===== src/rtl/ps2_pkg.sv =====
// Shared PS/2 receive types and prefix constants; also used by the downstream scancode decoders.
package ps2_pkg;

  localparam logic [7:0] PS2_EXT_PREFIX   = 8'hE0;
  localparam logic [7:0] PS2_BREAK_PREFIX = 8'hF0;

  typedef enum logic [1:0] {
    IDLE,
    DATA,
    PARITY,
    STOP
  } ps2_state_e;

  typedef logic [15:0] ps2_scancode_t;

endpackage


===== src/rtl/ps2_frame_rx.sv =====
// PS/2 line synchronizer, falling-edge detect and 11-bit frame deframer.
// Optional inter-edge timeout enabled by PS2_RX_TIMEOUT_EN.
module ps2_frame_rx
  import ps2_pkg::*;
#(
  parameter int unsigned SYNC_STAGES    = 2,
  parameter int unsigned TIMEOUT_CYCLES = 10000
) (
  input  logic       clk,
  input  logic       rst,
  input  logic       ps2_clk,
  input  logic       ps2_data,
  output logic [7:0] rx_byte,
  output logic       byte_valid,
  output logic       byte_err,
  output logic       busy
);

  if (SYNC_STAGES < 2 || SYNC_STAGES > 4 || TIMEOUT_CYCLES < 16) begin : g_bad_param
    $error("ps2_frame_rx: SYNC_STAGES must be 2..4 and TIMEOUT_CYCLES >= 16");
  end

  logic [SYNC_STAGES-1:0] clk_sync_q, data_sync_q;
  logic                   clk_prev_q;
  logic                   clk_s, data_s, fall;

  ps2_state_e state_q, state_d;
  logic [2:0] cnt_q, cnt_d;
  logic [7:0] shift_q, shift_d;
  logic       par_q, par_d;
  logic       timeout;

  // Synchronizers reset to 1 so the idle-high bus never looks like an edge.
  always_ff @(posedge clk or posedge rst) begin
    if (rst) begin
      clk_sync_q  <= '1;
      data_sync_q <= '1;
      clk_prev_q  <= 1'b1;
    end else begin
      clk_sync_q  <= {clk_sync_q[SYNC_STAGES-2:0], ps2_clk};
      data_sync_q <= {data_sync_q[SYNC_STAGES-2:0], ps2_data};
      clk_prev_q  <= clk_s;
    end
  end

  assign clk_s  = clk_sync_q[SYNC_STAGES-1];
  assign data_s = data_sync_q[SYNC_STAGES-1];
  assign fall   = clk_prev_q & ~clk_s;

`ifdef PS2_RX_TIMEOUT_EN
  localparam int unsigned TW = $clog2(TIMEOUT_CYCLES + 1);
  logic [TW-1:0] to_cnt_q, to_cnt_d;

  always_comb begin
    to_cnt_d = to_cnt_q + 1'b1;
    if (fall || state_q == IDLE) to_cnt_d = '0;
  end

  always_ff @(posedge clk or posedge rst) begin
    if (rst) to_cnt_q <= '0;
    else     to_cnt_q <= to_cnt_d;
  end

  assign timeout = (state_q != IDLE) && (to_cnt_q == TW'(TIMEOUT_CYCLES));
`else
  assign timeout = 1'b0;
`endif

  always_ff @(posedge clk or posedge rst) begin
    if (rst) begin
      state_q <= IDLE;
      cnt_q   <= '0;
      shift_q <= '0;
      par_q   <= 1'b0;
    end else begin
      state_q <= state_d;
      cnt_q   <= cnt_d;
      shift_q <= shift_d;
      par_q   <= par_d;
    end
  end

  always_comb begin
    state_d    = state_q;
    cnt_d      = cnt_q;
    shift_d    = shift_q;
    par_d      = par_q;
    byte_valid = 1'b0;
    byte_err   = 1'b0;
    // A timeout takes priority over a falling edge in the same cycle.
    if (timeout) begin
      state_d  = IDLE;
      byte_err = 1'b1;
    end else if (fall) begin
      unique case (state_q)
        IDLE: begin
          if (!data_s) begin
            state_d = DATA;
            cnt_d   = '0;
          end
        end
        DATA: begin
          shift_d = {data_s, shift_q[7:1]};
          cnt_d   = cnt_q + 3'd1;
          if (cnt_q == 3'd7) state_d = PARITY;
        end
        PARITY: begin
          par_d   = data_s;
          state_d = STOP;
        end
        STOP: begin
          if (data_s && (^{shift_q, par_q})) byte_valid = 1'b1;
          else                               byte_err   = 1'b1;
          state_d = IDLE;
        end
        default: state_d = IDLE;
      endcase
    end
  end

  assign rx_byte = shift_q;
  assign busy    = (state_q != IDLE);

endmodule


===== src/rtl/ps2_scancode_rx.sv =====
// PS/2 keyboard receiver: deframes bytes and folds E0/F0 prefixes into a 16-bit make code plus break flag.
// Define PS2_RX_TIMEOUT_EN to enable the inter-edge frame timeout.
module ps2_scancode_rx
  import ps2_pkg::*;
#(
  parameter int unsigned SYNC_STAGES    = 2,
  parameter int unsigned TIMEOUT_CYCLES = 10000
) (
  input  logic        clk,
  input  logic        rst,
  input  logic        ps2_clk,
  input  logic        ps2_data,
  output logic [15:0] scancode,
  output logic        scancode_valid,
  output logic        is_break,
  output logic        frame_err,
  output logic        busy
);

  logic [7:0] rx_byte;
  logic       byte_valid, byte_err;

  ps2_frame_rx #(
    .SYNC_STAGES   (SYNC_STAGES),
    .TIMEOUT_CYCLES(TIMEOUT_CYCLES)
  ) u_frame_rx (
    .clk       (clk),
    .rst       (rst),
    .ps2_clk   (ps2_clk),
    .ps2_data  (ps2_data),
    .rx_byte   (rx_byte),
    .byte_valid(byte_valid),
    .byte_err  (byte_err),
    .busy      (busy)
  );

  ps2_scancode_t code_q, code_d;
  logic          is_break_q, is_break_d;
  logic          valid_q, valid_d;
  logic          err_q, err_d;
  logic          ext_q, ext_d;
  logic          brk_q, brk_d;

  always_comb begin
    code_d     = code_q;
    is_break_d = is_break_q;
    valid_d    = 1'b0;
    err_d      = 1'b0;
    ext_d      = ext_q;
    brk_d      = brk_q;
    // An errored frame drops any pending prefixes but leaves the last code intact.
    if (byte_err) begin
      err_d = 1'b1;
      ext_d = 1'b0;
      brk_d = 1'b0;
    end else if (byte_valid) begin
      if (rx_byte == PS2_EXT_PREFIX) begin
        ext_d = 1'b1;
      end else if (rx_byte == PS2_BREAK_PREFIX) begin
        brk_d = 1'b1;
      end else begin
        code_d     = {(ext_q ? PS2_EXT_PREFIX : 8'h00), rx_byte};
        is_break_d = brk_q;
        valid_d    = 1'b1;
        ext_d      = 1'b0;
        brk_d      = 1'b0;
      end
    end
  end

  always_ff @(posedge clk or posedge rst) begin
    if (rst) begin
      code_q     <= '0;
      is_break_q <= 1'b0;
      valid_q    <= 1'b0;
      err_q      <= 1'b0;
      ext_q      <= 1'b0;
      brk_q      <= 1'b0;
    end else begin
      code_q     <= code_d;
      is_break_q <= is_break_d;
      valid_q    <= valid_d;
      err_q      <= err_d;
      ext_q      <= ext_d;
      brk_q      <= brk_d;
    end
  end

  assign scancode       = code_q;
  assign is_break       = is_break_q;
  assign scancode_valid = valid_q;
  assign frame_err      = err_q;

endmodule

===== config.mk =====
export PLATFORM = sky130hd
export DESIGN_NAME = ps2_scancode_rx
export DESIGN_NICKNAME = d
export VERILOG_FILES = /design/src/rtl/ps2_pkg.sv /design/src/rtl/ps2_frame_rx.sv /design/src/rtl/ps2_scancode_rx.sv
export SDC_FILE = /design/constraint.sdc
export NUM_CORES = 1
export LEC_CHECK = 0
export CORE_MARGIN = 2
export CORE_UTILIZATION = 47
export CTS_CLUSTER_DIAMETER = 80
export DETAILED_ROUTE_END_ITERATION = 10
export PLACE_DENSITY_LB_ADDON = 0.12
export SETUP_SLACK_MARGIN = 0.15
export SYNTH_ARGS = -nofsm -noshare
export SYNTH_HDL_FRONTEND = slang
export SYNTH_SLANG_ARGS = --single-unit

===== constraint.sdc =====
create_clock -name clk -period 1.88 [get_ports clk]
set_input_delay 0.188 -clock clk [delete_from_list [all_inputs] [get_ports clk]]
set_output_delay 0.188 -clock clk [all_outputs]
set_load 0.01 [all_outputs]

======== After elaboration in Yosys (flattened, before gate mapping) ========
Index checks and enable logic that the tools add are counted.
word-level totals
  register bits ........................... 40
  output and inout port bits .............. 20
  input bits .............................. 4
  word-level logic and storage cells ...... 67
operators by class
  equal/unequal tests ..................... 10
  add/sub/neg operators ................... 1
  reductions and logical operators ........ 13
  multiplexer cells ....................... 25
  bitwise operators ....................... 5
operator list
  cell                   number
  $mux W1                19
  $eq A8 B8 Y1 const B   2
  $reduce_xor A9 Y1      1
  $mux W8                1
  $pmux W2 S4            1
  $reduce_and A2 Y1      4
  $pmux W3 S2            1
  $reduce_and A3 Y1      2
  $reduce_bool A2 Y1     3
  $eq A2 B2 Y1 const B   2
  $mux W2                2
  $ne A2 B2 Y1 const B   2
  $not A1 Y1             4
  $reduce_and A4 Y1      1
  $add A3 B1 Y3 const B  1
  $eq A3 B3 Y1 const B   1
  $mux W3                1
  $ne A3 B3 Y1 const B   1
  $eq A2 B1 Y1 const B   1
  $logic_not A2 Y1       1
  $ne A2 B1 Y1 const B   1
  $and A1 B1 Y1          1
  $logic_and A1 B1 Y1    1

======== Longest topological paths before layout ========
  depth in word-level cells ............... 7
  gate-level depth with buffers ........... 7

======== Hierarchy ========
From an unflattened synthesis, not the netlist that was laid out.
unflattened totals
  cell total of the unflattened synthesis .. 120
  area, all modules ....................... 1502.7 µm²
modules (own cells, without submodules)
  module           times used  cells an instance  area each (µm²)  seq. area each (µm²)
  ps2_frame_rx     1           67                 884.6            481.7
  ps2_scancode_rx  1           53                 618.1            350.3

======== Worst setup path after synthesis ========
OpenSTA, ideal clock, no wires.
  kind .................................... register to register
  start point ............................. reg u_frame_rx.shift_q[3] (netlist: u_frame_rx.rx_byte[3])
  end point ............................... reg is_break_q (netlist: is_break)
  library setup time ...................... 125 ps
  cell stages (with the launch flop) ...... 8
  setup slack ............................. -182 ps
  arrival time ............................ 1937 ps
  data required time ...................... 1755 ps
  period minus slack after synthesis ...... 2062 ps
  cells stage by stage .................... dfrtp_1 > xor2_1 > xnor3_2 > xnor2_2 > mux2i_1 > o211ai_2 > buf_6 > mux2_4
between the ends
  longest elaborated chain between the ends .. 7
  elaborated cells between the ends (all ways) .. 14
  those cells by class .................... eq/ne (2); mux (6); bitwise (3); reduce/logical (3)
ends and longest elaborated chain
  item                             line                   source
  start, declared                  ps2_frame_rx.sv:29     logic [7:0] shift_q, shift_d;
  start signal, assigned           ps2_frame_rx.sv:78     shift_q <= shift_d;
  $reduce_xor A9 Y1                ps2_frame_rx.sv:112    if (data_s && (^{shift_q, par_q})) byte_valid = 1'b1;
  $logic_and A1 B1 Y1              ps2_frame_rx.sv:112
  $mux W1                          ps2_frame_rx.sv:112
  $mux W1                          ps2_frame_rx.sv:95     unique case (state_q)
  $mux W1                          ps2_frame_rx.sv:94     end else if (fall) begin
  $not A1 Y1 (no line)             n/a
  $reduce_and A4 Y1 (no line) (*)  n/a
  end signal, assigned             ps2_scancode_rx.sv:81  is_break_q <= is_break_d;
  end, declared                    ps2_scancode_rx.sv:38  logic is_break_q, is_break_d;
Every way passes the cells marked *; elsewhere a longest branch is shown, timed or not.
A chain may end at the register's enable or synchronous reset.

======== Worst setup path in the final report ========
  start point ............................. reg u_frame_rx.shift_q[4] (netlist: u_frame_rx.rx_byte[4])
  end point ............................... reg is_break_q (netlist: is_break)
The elaborated chain is that of the path after synthesis.

==> run summary <==
Crit-path max FO: 4
IO Count: 24
Fmax: 466 MHz
Crit path DAT: 2.35 ns
Finished Layout Cells: 196
Count of flip-flops with a built-in enable after synthesis: 0
Tot GR Track Use: 0.164
Initial Utilization: 0.499
Routed len/inst: 13.0 µm
Largest net degree at the start of global routing: 34
Cts hold-fix bufs: 0
Unrepaired setup endpoints after global routing: true
# H-tree levels: 2
First-pass GRT wire length: 4400 µm
DRC: 0
Fin area: 1910 µm²
#FFs+latches synth: 33
Setup TNS after final layout: -2.35 ns
CTS max path bufs: 2
Gpl congestion: 0.763
Multi-input gate area: 641 µm²
Latest clock arrival within the worst-skew pair: 0.32 ns
Finished Core Util: 0.615
Post-Syn Area: 1550 µm²
Synth area leader: dfrtp_1
Clk sinks: 33
Max cap viols: 0
Placed Cells: 185
WP data required: 2.09 ns
Overflow after GRT: 0
Min Tclk post-route: 2.15 ns
Final Hold Fails: 0
Die W: 61.4 µm
Max-slew violations: 0
Synth cell count leaders: dfrtp_1 (28), mux2_2 (11)
Max VDD drop: 0.740 mV
Power Total: 3.55 mW
Status: finished, violations left
Iter 0 DRT Violations: 20
Crit path launch type: flop
Fillcell total: 282
Power Dens Cells: 1860 nW/µm²
Area Overhead vs Synth: 23.3%
Setup CP Type: flop to flop
Top post-synthesis cells by area: dfrtp_1 (45%), dfstp_2 (8.5%), mux2_2 (8.0%)
Post-synthesis sequential area ratio: 0.537
Failing checks: negative setup slack
Hold crit path type: primary input to async pin
Die height: 61.4 µm
Top-area cell type share of the netlist area: 0.452
Most frequent cell after synthesis: dfrtp_1
Final period utilization: 1.14
Vias: 934
Total Wirelength: 2540 µm
Share of cells above drive strength 1: 0.336
Core Area: 3100 µm²
CTS tree: done
Reg clk slew, reported paths: 0.10 ns
Die Area: 3770 µm²
Post-synthesis average cell area: 13.5 µm²
Root buffer cell: clkbuf_4
Post-DRT Antenna Nets: 0
Primary FF master, synth: dfrtp_1
FF/Latch Area: 832 µm²
# diodes: 0
Net count, final: 161
Final-report setup violation count: 12
Synth Warn #: 0
Leakage: 0.935 nW
Clock skew: 0.0124 ns
Mapped Cells: 115
Cell area after placement: 1820 µm²
# rows: 20
Vias in the first global route: 952
Inserted Clock Buffers: 5
Drt first pass iters: 3
DP HPWL: 1830 µm
Antenna violations before repair: 0
Post-synth ARST share: 1.00
# port buffers: 18
Library cells used by synthesis: 29
Vias per std cell: 4.77
Setup crit end kind: flop
Setup WS post-layout: -0.267 ns
final timing paths:
path                                             end  slack (ns)                      start  cells after the start
max reg2reg                                 is_break       -0.27      u_frame_rx.rx_byte[4]                      7
min                                        frame_err        0.25                        rst                      3
min in group clk            u_frame_rx.clk_sync_q[0]        0.26                    ps2_clk                      1
min reg2reg                u_frame_rx.data_sync_q[1]        0.36  u_frame_rx.data_sync_q[0]                      0
max in group asynchronous      u_frame_rx.clk_prev_q        1.29                        rst                      3
max                                         is_break       -0.27      u_frame_rx.rx_byte[4]                      7
state kept, by name (all words and copies together) (netlist names):
| register | count |
|---|---|
| u_frame_rx.par_q | 1 |
| u_frame_rx.clk_prev_q | 1 |
| ext_q | 1 |
| scancode_valid | 1 |
| u_frame_rx.state_q | 2 |
| brk_q | 1 |
| u_frame_rx.data_sync_q | 2 |
| scancode | 9 |
| u_frame_rx.cnt_q | 3 |
| frame_err | 1 |
| is_break | 1 |
| u_frame_rx.rx_byte | 8 |
| u_frame_rx.clk_sync_q | 2 |
placed cells by master (no fill, tap or decap), types with 2 or more instances in the layout:
master	count
dfrtp_1	28
clkdlybuf4s50_1	17
buf_4	16
mux2_2	10
mux2_4	8
nor2_1	7
nand2_1	7
ha_1	6
inv_1	5
conb_1	5
clkbuf_4	5
dfstp_2	5
xnor2_1	4
o21ai_0	3
a32o_1	3
clkbuf_1	3
xnor3_2	2
a21oi_1	2
mux2i_1	2
report_power, final:
group	switching, mW	internal, mW	total, mW
logic	0.799	1.25	2.05
registers	0.178	0.956	1.13
clock network	0.225	0.149	0.375
area by class of cell:
class	instances	area share
Sequential cell	33	0.436
Clock buffer	8	0.0256
Timing Repair Buffer	35	0.163
Multi-Input combinational cell	70	0.336
Inverter	6	0.0118
Tap cell	44	0.0288
stage by stage:
stage | setup slack [ns] | hold WS [ns]
after floorplan | -0.182 | 0.192
after global placement | -0.232 | 0.345
after detailed placement | -0.274 | 0.350
after CTS | -0.274 | 0.247
after global routing | -0.354 | 0.241
final | -0.267 | 0.247
critical path, stage by stage, from the launching register on:
cell and delay, ns:
dfrtp_1 0.40, xor2_1 0.17, xnor3_2 0.50, xnor2_2 0.17
mux2i_1 0.11, o211ai_2 0.21, buf_4 0.18, mux2_4 0.29
kinds of logic after synthesis:
family,Yosys count,synth area share
adders and majority gates,6,0.0485
muxes,20,0.161
buffers and inverters,16,0.0662
AOI/OAI and AO/OA,13,0.0638
xor gates and xnor gates,8,0.0695
other,1,0.00242
and+or+nand+nor,18,0.0517
DFF,33,0.537
routing by layer:
layer  track usage  share of wire  wire, µm  vias to the layer above
li1              -              -         -                      457
met1         0.195           0.45      1130                      454
met2         0.280           0.50      1280                       18
met3        0.0378          0.034        86                        5
met4        0.0821          0.016        41                        0
met5             0              0         0                        -
what timing repair did:
action,in CTS,in global routing
buffers inserted,2,1
endpoints found under the setup margin,14,14
gates resized for setup,5,1
pin swaps,2,0
No activity file was read; power rests on OpenSTA's default activity.
